**config.mk**
```make
export PLATFORM = sky130hd
export DESIGN_NAME = branch_predictor_btb_flat
export DESIGN_NICKNAME = d
export VERILOG_FILES = /design/src/rtl/branch_predictor_btb_if.sv /design/src/rtl/branch_predictor_btb.sv /design/src/flat_wrapper.sv
export SDC_FILE = /design/constraint.sdc
export NUM_CORES = 2
export LEC_CHECK = 0
export CORE_UTILIZATION = 40
export DETAILED_ROUTE_END_ITERATION = 7
export PLACE_DENSITY = 0.63
export SYNTH_ARGS = -nofsm -noshare
export SYNTH_HDL_FRONTEND = slang
export SYNTH_SLANG_ARGS = --single-unit
export TNS_END_PERCENT = 50
```
**constraint.sdc**
```tcl
create_clock -name clk -period 8.3 [get_ports clk]
set_input_delay 1.245 -clock clk [delete_from_list [all_inputs] [get_ports clk]]
set_output_delay 1.245 -clock clk [all_outputs]
set_load 0.005 [all_outputs]
```
**src/rtl/branch_predictor_btb_if.sv**
```systemverilog
// Interface bundling the fetch-side lookup, the execute-side resolution
// feedback and the status outputs of the branch target buffer.
//   master : pipeline side (drives pc_if and upd_*, observes predictions,
//            mispredict/redirect and performance counters)
//   slave  : predictor side (the BTB itself)
interface branch_predictor_btb_if #(
  parameter int XLEN   = 64,
  parameter int STAT_W = 32
);
  // IF-stage lookup
  logic [XLEN-1:0]   pc_if;
  logic              pred_hit;
  logic              pred_taken;
  logic [XLEN-1:0]   pred_next_pc;
  // EX/MEM-stage resolution
  logic              upd_valid;
  logic [XLEN-1:0]   upd_pc;
  logic              upd_taken;
  logic [XLEN-1:0]   upd_target;
  logic              upd_pred_taken;
  logic [XLEN-1:0]   upd_pred_target;
  logic              mispredict;
  logic [XLEN-1:0]   redirect_pc;
  // Performance counters
  logic [STAT_W-1:0] branch_count;
  logic [STAT_W-1:0] mispred_count;

  modport master (
    output pc_if, upd_valid, upd_pc, upd_taken, upd_target,
           upd_pred_taken, upd_pred_target,
    input  pred_hit, pred_taken, pred_next_pc, mispredict, redirect_pc,
           branch_count, mispred_count
  );

  modport slave (
    input  pc_if, upd_valid, upd_pc, upd_taken, upd_target,
           upd_pred_taken, upd_pred_target,
    output pred_hit, pred_taken, pred_next_pc, mispredict, redirect_pc,
           branch_count, mispred_count
  );
endinterface

```
**src/rtl/branch_predictor_btb.sv**
```systemverilog
// Direct-mapped branch target buffer with 2-bit saturating direction
// counters and saturating branch/mispredict performance counters.
// Ports:
//   clk   : clock, all state changes on the rising edge
//   reset : synchronous active-high reset (clears valid bits, counters
//           to weakly-not-taken, performance counters to zero)
//   bp    : slave side of branch_predictor_btb_if (lookup at pc_if,
//           resolved-branch feedback, mispredict/redirect, counters)
// Lookup is fully combinational; a same-cycle update to the looked-up
// entry is only visible on the following cycle.
module branch_predictor_btb #(
  parameter int XLEN    = 64,
  parameter int ENTRIES = 16,
  parameter int STAT_W  = 32
) (
  input  logic               clk,
  input  logic               reset,
  branch_predictor_btb_if.slave bp
);
  localparam int IDX_W = $clog2(ENTRIES);
  localparam int TAG_W = XLEN - IDX_W - 2;

  logic              valid_q  [ENTRIES];
  logic              valid_d  [ENTRIES];
  logic [TAG_W-1:0]  tag_q    [ENTRIES];
  logic [TAG_W-1:0]  tag_d    [ENTRIES];
  logic [XLEN-1:0]   target_q [ENTRIES];
  logic [XLEN-1:0]   target_d [ENTRIES];
  logic [1:0]        ctr_q    [ENTRIES];
  logic [1:0]        ctr_d    [ENTRIES];

  logic [STAT_W-1:0] branch_count_q, branch_count_d;
  logic [STAT_W-1:0] mispred_count_q, mispred_count_d;

  logic [IDX_W-1:0]  lk_idx, up_idx;
  logic [TAG_W-1:0]  lk_tag, up_tag;
  logic              up_hit;

  assign lk_idx = bp.pc_if[IDX_W+1:2];
  assign lk_tag = bp.pc_if[XLEN-1:IDX_W+2];
  assign up_idx = bp.upd_pc[IDX_W+1:2];
  assign up_tag = bp.upd_pc[XLEN-1:IDX_W+2];
  assign up_hit = valid_q[up_idx] && (tag_q[up_idx] == up_tag);

  // Lookup. The stored target only reaches the output through pred_taken,
  // which requires a valid entry, so never-written targets cannot leak.
  always_comb begin
    bp.pred_hit     = valid_q[lk_idx] && (tag_q[lk_idx] == lk_tag);
    bp.pred_taken   = bp.pred_hit && ctr_q[lk_idx][1];
    bp.pred_next_pc = bp.pred_taken ? target_q[lk_idx] : bp.pc_if + XLEN'(4);
  end

  // Resolution: a wrong direction, or a taken branch whose carried target
  // differs from the real one, both require a redirect.
  always_comb begin
    bp.mispredict  = bp.upd_valid &&
                     ((bp.upd_taken != bp.upd_pred_taken) ||
                      (bp.upd_taken && (bp.upd_pred_target != bp.upd_target)));
    bp.redirect_pc = bp.upd_taken ? bp.upd_target : bp.upd_pc + XLEN'(4);
  end

  generate
    for (genvar gi = 0; gi < ENTRIES; gi++) begin : g_entry
      always_comb begin
        valid_d[gi]  = valid_q[gi];
        tag_d[gi]    = tag_q[gi];
        target_d[gi] = target_q[gi];
        ctr_d[gi]    = ctr_q[gi];
        if (bp.upd_valid && (up_idx == IDX_W'(gi))) begin
          if (up_hit) begin
            if (bp.upd_taken) begin
              ctr_d[gi]    = (ctr_q[gi] == 2'b11) ? 2'b11 : ctr_q[gi] + 2'd1;
              target_d[gi] = bp.upd_target;
            end else begin
              ctr_d[gi]    = (ctr_q[gi] == 2'b00) ? 2'b00 : ctr_q[gi] - 2'd1;
            end
          end else if (bp.upd_taken) begin
            // Allocate over whatever occupied this slot, starting weakly taken.
            valid_d[gi]  = 1'b1;
            tag_d[gi]    = up_tag;
            target_d[gi] = bp.upd_target;
            ctr_d[gi]    = 2'b10;
          end
        end
      end

      // Tags and targets need no reset: a cleared valid bit masks them.
      always_ff @(posedge clk) begin
        if (reset) begin
          valid_q[gi] <= 1'b0;
          ctr_q[gi]   <= 2'b01;
        end else begin
          valid_q[gi] <= valid_d[gi];
          ctr_q[gi]   <= ctr_d[gi];
        end
        tag_q[gi]    <= tag_d[gi];
        target_q[gi] <= target_d[gi];
      end
    end
  endgenerate

  // Performance counters stick at all-ones instead of wrapping.
  always_comb begin
    branch_count_d  = branch_count_q;
    mispred_count_d = mispred_count_q;
    if (bp.upd_valid && (branch_count_q != '1))
      branch_count_d = branch_count_q + STAT_W'(1);
    if (bp.mispredict && (mispred_count_q != '1))
      mispred_count_d = mispred_count_q + STAT_W'(1);
  end

  always_ff @(posedge clk) begin
    if (reset) begin
      branch_count_q  <= '0;
      mispred_count_q <= '0;
    end else begin
      branch_count_q  <= branch_count_d;
      mispred_count_q <= mispred_count_d;
    end
  end

  assign bp.branch_count  = branch_count_q;
  assign bp.mispred_count = mispred_count_q;
endmodule

```
**src/flat_wrapper.sv**
```systemverilog
// flat-port wrapper written by rule: the top's interface ports become plain ports
module branch_predictor_btb_flat 
#(
  parameter int XLEN    = 64,
  parameter int ENTRIES = 16,
  parameter int STAT_W  = 32
)
  (clk, reset, bp_pc_if, bp_upd_valid, bp_upd_pc, bp_upd_taken, bp_upd_target, bp_upd_pred_taken, bp_upd_pred_target, bp_pred_hit, bp_pred_taken, bp_pred_next_pc, bp_mispredict, bp_redirect_pc, bp_branch_count, bp_mispred_count);
  branch_predictor_btb_if #(.XLEN(XLEN), .STAT_W(STAT_W)) bp_i ();
  input  logic clk;
  input  logic reset;
  input wire logic [$bits(bp_i.pc_if)-1:0] bp_pc_if;
  input wire logic [$bits(bp_i.upd_valid)-1:0] bp_upd_valid;
  input wire logic [$bits(bp_i.upd_pc)-1:0] bp_upd_pc;
  input wire logic [$bits(bp_i.upd_taken)-1:0] bp_upd_taken;
  input wire logic [$bits(bp_i.upd_target)-1:0] bp_upd_target;
  input wire logic [$bits(bp_i.upd_pred_taken)-1:0] bp_upd_pred_taken;
  input wire logic [$bits(bp_i.upd_pred_target)-1:0] bp_upd_pred_target;
  output wire logic [$bits(bp_i.pred_hit)-1:0] bp_pred_hit;
  output wire logic [$bits(bp_i.pred_taken)-1:0] bp_pred_taken;
  output wire logic [$bits(bp_i.pred_next_pc)-1:0] bp_pred_next_pc;
  output wire logic [$bits(bp_i.mispredict)-1:0] bp_mispredict;
  output wire logic [$bits(bp_i.redirect_pc)-1:0] bp_redirect_pc;
  output wire logic [$bits(bp_i.branch_count)-1:0] bp_branch_count;
  output wire logic [$bits(bp_i.mispred_count)-1:0] bp_mispred_count;
  assign bp_i.pc_if = bp_pc_if;
  assign bp_i.upd_valid = bp_upd_valid;
  assign bp_i.upd_pc = bp_upd_pc;
  assign bp_i.upd_taken = bp_upd_taken;
  assign bp_i.upd_target = bp_upd_target;
  assign bp_i.upd_pred_taken = bp_upd_pred_taken;
  assign bp_i.upd_pred_target = bp_upd_pred_target;
  assign bp_pred_hit = bp_i.pred_hit;
  assign bp_pred_taken = bp_i.pred_taken;
  assign bp_pred_next_pc = bp_i.pred_next_pc;
  assign bp_mispredict = bp_i.mispredict;
  assign bp_redirect_pc = bp_i.redirect_pc;
  assign bp_branch_count = bp_i.branch_count;
  assign bp_mispred_count = bp_i.mispred_count;
  branch_predictor_btb #(.XLEN(XLEN), .ENTRIES(ENTRIES), .STAT_W(STAT_W)) u_core (.clk(clk), .reset(reset), .bp(bp_i));
endmodule
```
==> flow_summary.json <==
{
  "antenna_found_initial": 49,
  "crit_slowest_cell": "a2111oi_0",
  "swShare_pct": 24.28,
  "worstSetupEndpointType": "primary output",
  "ant_nets": 0,
  "drive_gt1_share_pct": 23.77,
  "synth-edff-count": 1967,
  "outcome": "complete, no violations",
  "synth-seq-area-share_pct": 64.73,
  "hpwlAfterDp_mm": 236.4,
  "final.setup_skew_ps": 112.7,
  "crit_type": "in2out",
  "met2_length_mm": 160.5,
  "pwr-share-seq_pct": 48.6,
  "floorplan.die_area_mm2": 0.2376,
  "synth_cells": 5386,
  "maxSlewHeadroom_pct": 7.853,
  "drc": 0,
  "max_freq_ghz": 0.1277,
  "ctsLongestPathBuffers": 3,
  "worstPathCellList": "buf_8 -> buf_4 -> buf_12 -> mux4_2 -> mux2i_1 -> o32ai_1 -> a221oi_1 -> nand4_1 -> a2111oi_0 -> nand4_1 -> nor3b_2 -> buf_12 -> mux2_2 -> clkdlybuf4s50_1",
  "period_share_pct": 94.32,
  "worst_pin_slew_ps": 1372,
  "ctsResizeCount": 0,
  "vias": 59208,
  "cellPowerDensity_mw_per_mm2": 214.9,
  "area_growth_pct": 17.54,
  "cp.arrival_ps": 6580,
  "critPathLaunchType": "input pin",
  "cp_max_fo": 65,
  "synth_fp_nets": 5654,
  "die_x_um": 487.4,
  "final_cell_mix": "edfxtp_1 (1967), mux4_2 (716), clkdlybuf4s50_1 (445)",
  "port_buffers": 455,
  "internal-power_mw": 18.03,
  "wl_per_cell_um": 38.01,
  "met1Wirelength_mm": 131.2,
  "synth_cell_types": 83,
  "cts_tree": "yes",
  "crit_family": "buffers and inverters",
  "fp.dieH_um": 487.4,
  "cts.sinks": 2064,
  "synth_area_per_cell_um2": 17.50,
  "hold_class": "reg2reg",
  "setup_viol": 0,
  "synth-main-ff-cell": "edfxtp_1",
  "first_iter_violations": 9043,
  "p_leak_nw": 35.58,
  "slowest_delay_ps": 750,
  "cap_violations": 0,
  "cts_setup_buffers": 0,
  "grt_max_degree": 146,
  "p_switching_mw": 5.781,
  "cts-hold-fix-buffers": 0,
  "finalSetupTns_ps": 0,
  "nets": 6224,
  "ys_ff_latch": 2064,
  "finish.utilization_pct": 47.46,
  "final_max_slew_viol_count": 0,
  "yosys_warnings": 0,
  "fp.coreArea_mm2": 0.2334,
  "place.gp.congestion": 1.058,
  "ir_drop_mv": 0.2703,
  "top_layer": "met5",
  "finalHoldViolCount": 0,
  "grt_pass1_wl_mm": 477.1,
  "critPathRequiredTime_ps": 7050,
  "first_global_vias": 56900,
  "htree_levels": 4,
  "floorplan.initialDensity_pct": 40.38,
  "routed_via_density": 6.375,
  "placementRows": 177,
  "clockPowerShare_pct": 41.5,
  "met3_wirelength_mm": 37.52,
  "pin_count": 456,
  "clkTransAtPathRegs_ps": 60,
  "grt_use_total_pct": 29.36,
  "rsz0062_at_grt": "false",
  "clk_latency_ps": 930,
  "final.min_clock_period_ps": 7828,
  "wl_mm": 353.0,
  "overflow": 0,
  "combPwrFrac_pct": 9.9,
  "cp_num_buf_inv": 5,
  "syn-cell-area_mm2": 0.09425,
  "root_buffer": "clkbuf_16",
  "final_common_cell": "edfxtp_1",
  "synthArstFlopShare_pct": 0,
  "drtPass1Iterations": 6,
  "numCtsBuffers": 214,
  "fillerInstances": 19769
}
## area by class of cell
| class | instances | area (µm²) | area share [%] |
|---|---|---|---|
| clock inverters | 136 | 1668 | 1.505 |
| repair buffers | 718 | 7002 | 6.320 |
| inverters | 80 | 346.6 | 0.3128 |
| multi-input cells | 2878 | 31210 | 28.17 |
| diodes | 22 | 55.05 | 0.04969 |
| clock buffers | 257 | 5579 | 5.036 |
| flip-flops and latches | 2064 | 61010 | 55.07 |
| well taps | 3132 | 3919 | 3.537 |
## layer usage
metal	vias up	track usage, %
met1	31219	38.49
li1	23189	-
met2	4004	44.61
met3	778	6.767
met4	18	17.51
met5	-	0
## registers in the layout, indices dropped and copies added (netlist names)
| register | cells |
|---|---|
| u_core.target_q | 1024 |
| u_core.tag_q | 928 |
| u_core.bp.branch_count | 32 |
| u_core.bp.mispred_count | 32 |
| u_core.ctr_q | 32 |
| u_core.valid_q | 16 |
## final timing paths
kind	from	end	slack (ps)	depth (start not counted)
setup / recovery	bp_pc_if[3]	bp_pred_next_pc[43]	470	14
hold / removal	u_core.ctr_q[5][0]	u_core.ctr_q[5][0]	470	2
setup reg to reg	u_core.tag_q[3][46]	u_core.tag_q[10][20]	2840	11
hold reg to reg	u_core.ctr_q[5][0]	u_core.ctr_q[5][0]	470	2
## cell usage after synthesis (6+ instances only)
master     count  area [µm²]
nand2_1      238       893.4
buf_1         32       120.1
buf_6         20       225.2
buf_2         91       455.4
nand2b_1      20       125.1
mux2i_1      265        2653
clkbuf_1     182       683.2
o21ai_1       10       50.05
buf_8          6       90.09
xnor2_1      234        2049
a22o_1        11       96.34
mux4_2       716       16130
and3_1        48       300.3
o21bai_1       7       52.55
nor2b_1       24       150.1
a2111oi_0     12       105.1
o21a_1        11       82.58
ha_1           7       87.58
dfxtp_1       97        1942
a211oi_1      20       150.1
or3_1         30       187.7
o21bai_2      10       112.6
a21oi_1       75       375.4
and4_1        25       219.0
o21ai_0      120       600.6
inv_1         80       300.3
o31ai_1        6       45.04
o22ai_1       33       206.5
nor2_1       209       784.5
edfxtp_1    1967       59070
a31oi_1       50       312.8
nand3_1       97       485.5
mux2_2        90        1013
nand4_1       72       450.4
nor3_1        61       305.3
nor4_1        60       375.4
and2_1        14       87.58
a221oi_1      14       122.6
buf_4         27       202.7
a22oi_1       87       653.1
xor2_1       101       884.6
## worst reg2reg max path, cell delays in order (launching register included)
cell and delay (ps):
edfxtp_1 410, mux4_2 500, mux4_2 490, xnor2_1 560, nand2_1 90, or4b_1 570, nand4b_1 590, a2111oi_4 500
and3b_2 510, buf_12 330, nor2_4 110, buf_12 230
## power by group through the flow
stage / clock network, mW / logic (mW) / registers [mW]
5_1_grt: 10.3 / 2.39 / 11.6
6_report: 9.89 / 2.35 / 11.6
4_1_cts: 9.96 / 2.30 / 11.6
2_1_floorplan: 0 / 1.11 / 11.8
3_3_place_gp: 0 / 2.29 / 11.8
3_5_place_dp: 0 / 2.30 / 11.8
## kinds of logic (layout without fill, tap and decap cells)
logic type / Yosys count / after routing / synth area share, %
flops: 2064 / 2064 / 64.73
compound gates: 528 / 528 / 3.757
buf+inv: 444 / 1191 / 2.315
simple gates: 934 / 934 / 4.961
fa+ha+maj: 7 / 7 / 0.09292
xor+xnor: 335 / 335 / 3.113
other cells: 0 / 22 / 0
mux: 1074 / 1074 / 21.03
## per-stage QoR
step / worst slack, ps / power, mW / cells / area, µm² / hold WS, ps
after floorplan: 1188 / 12.89 / 5386 / 94250 / 434.5
after global placement: 742.9 / 14.07 / 8872 / 103500 / 446.2
after detailed placement: 705.4 / 14.09 / 8872 / 103500 / 466.0
after CTS: 686.5 / 23.83 / 9265 / 110700 / 479.9
after global routing: 526.5 / 24.31 / 9270 / 110700 / 488.7
final: 471.6 / 23.81 / 9287 / 110800 / 472.9
Power figures use the tool's default switching activity.
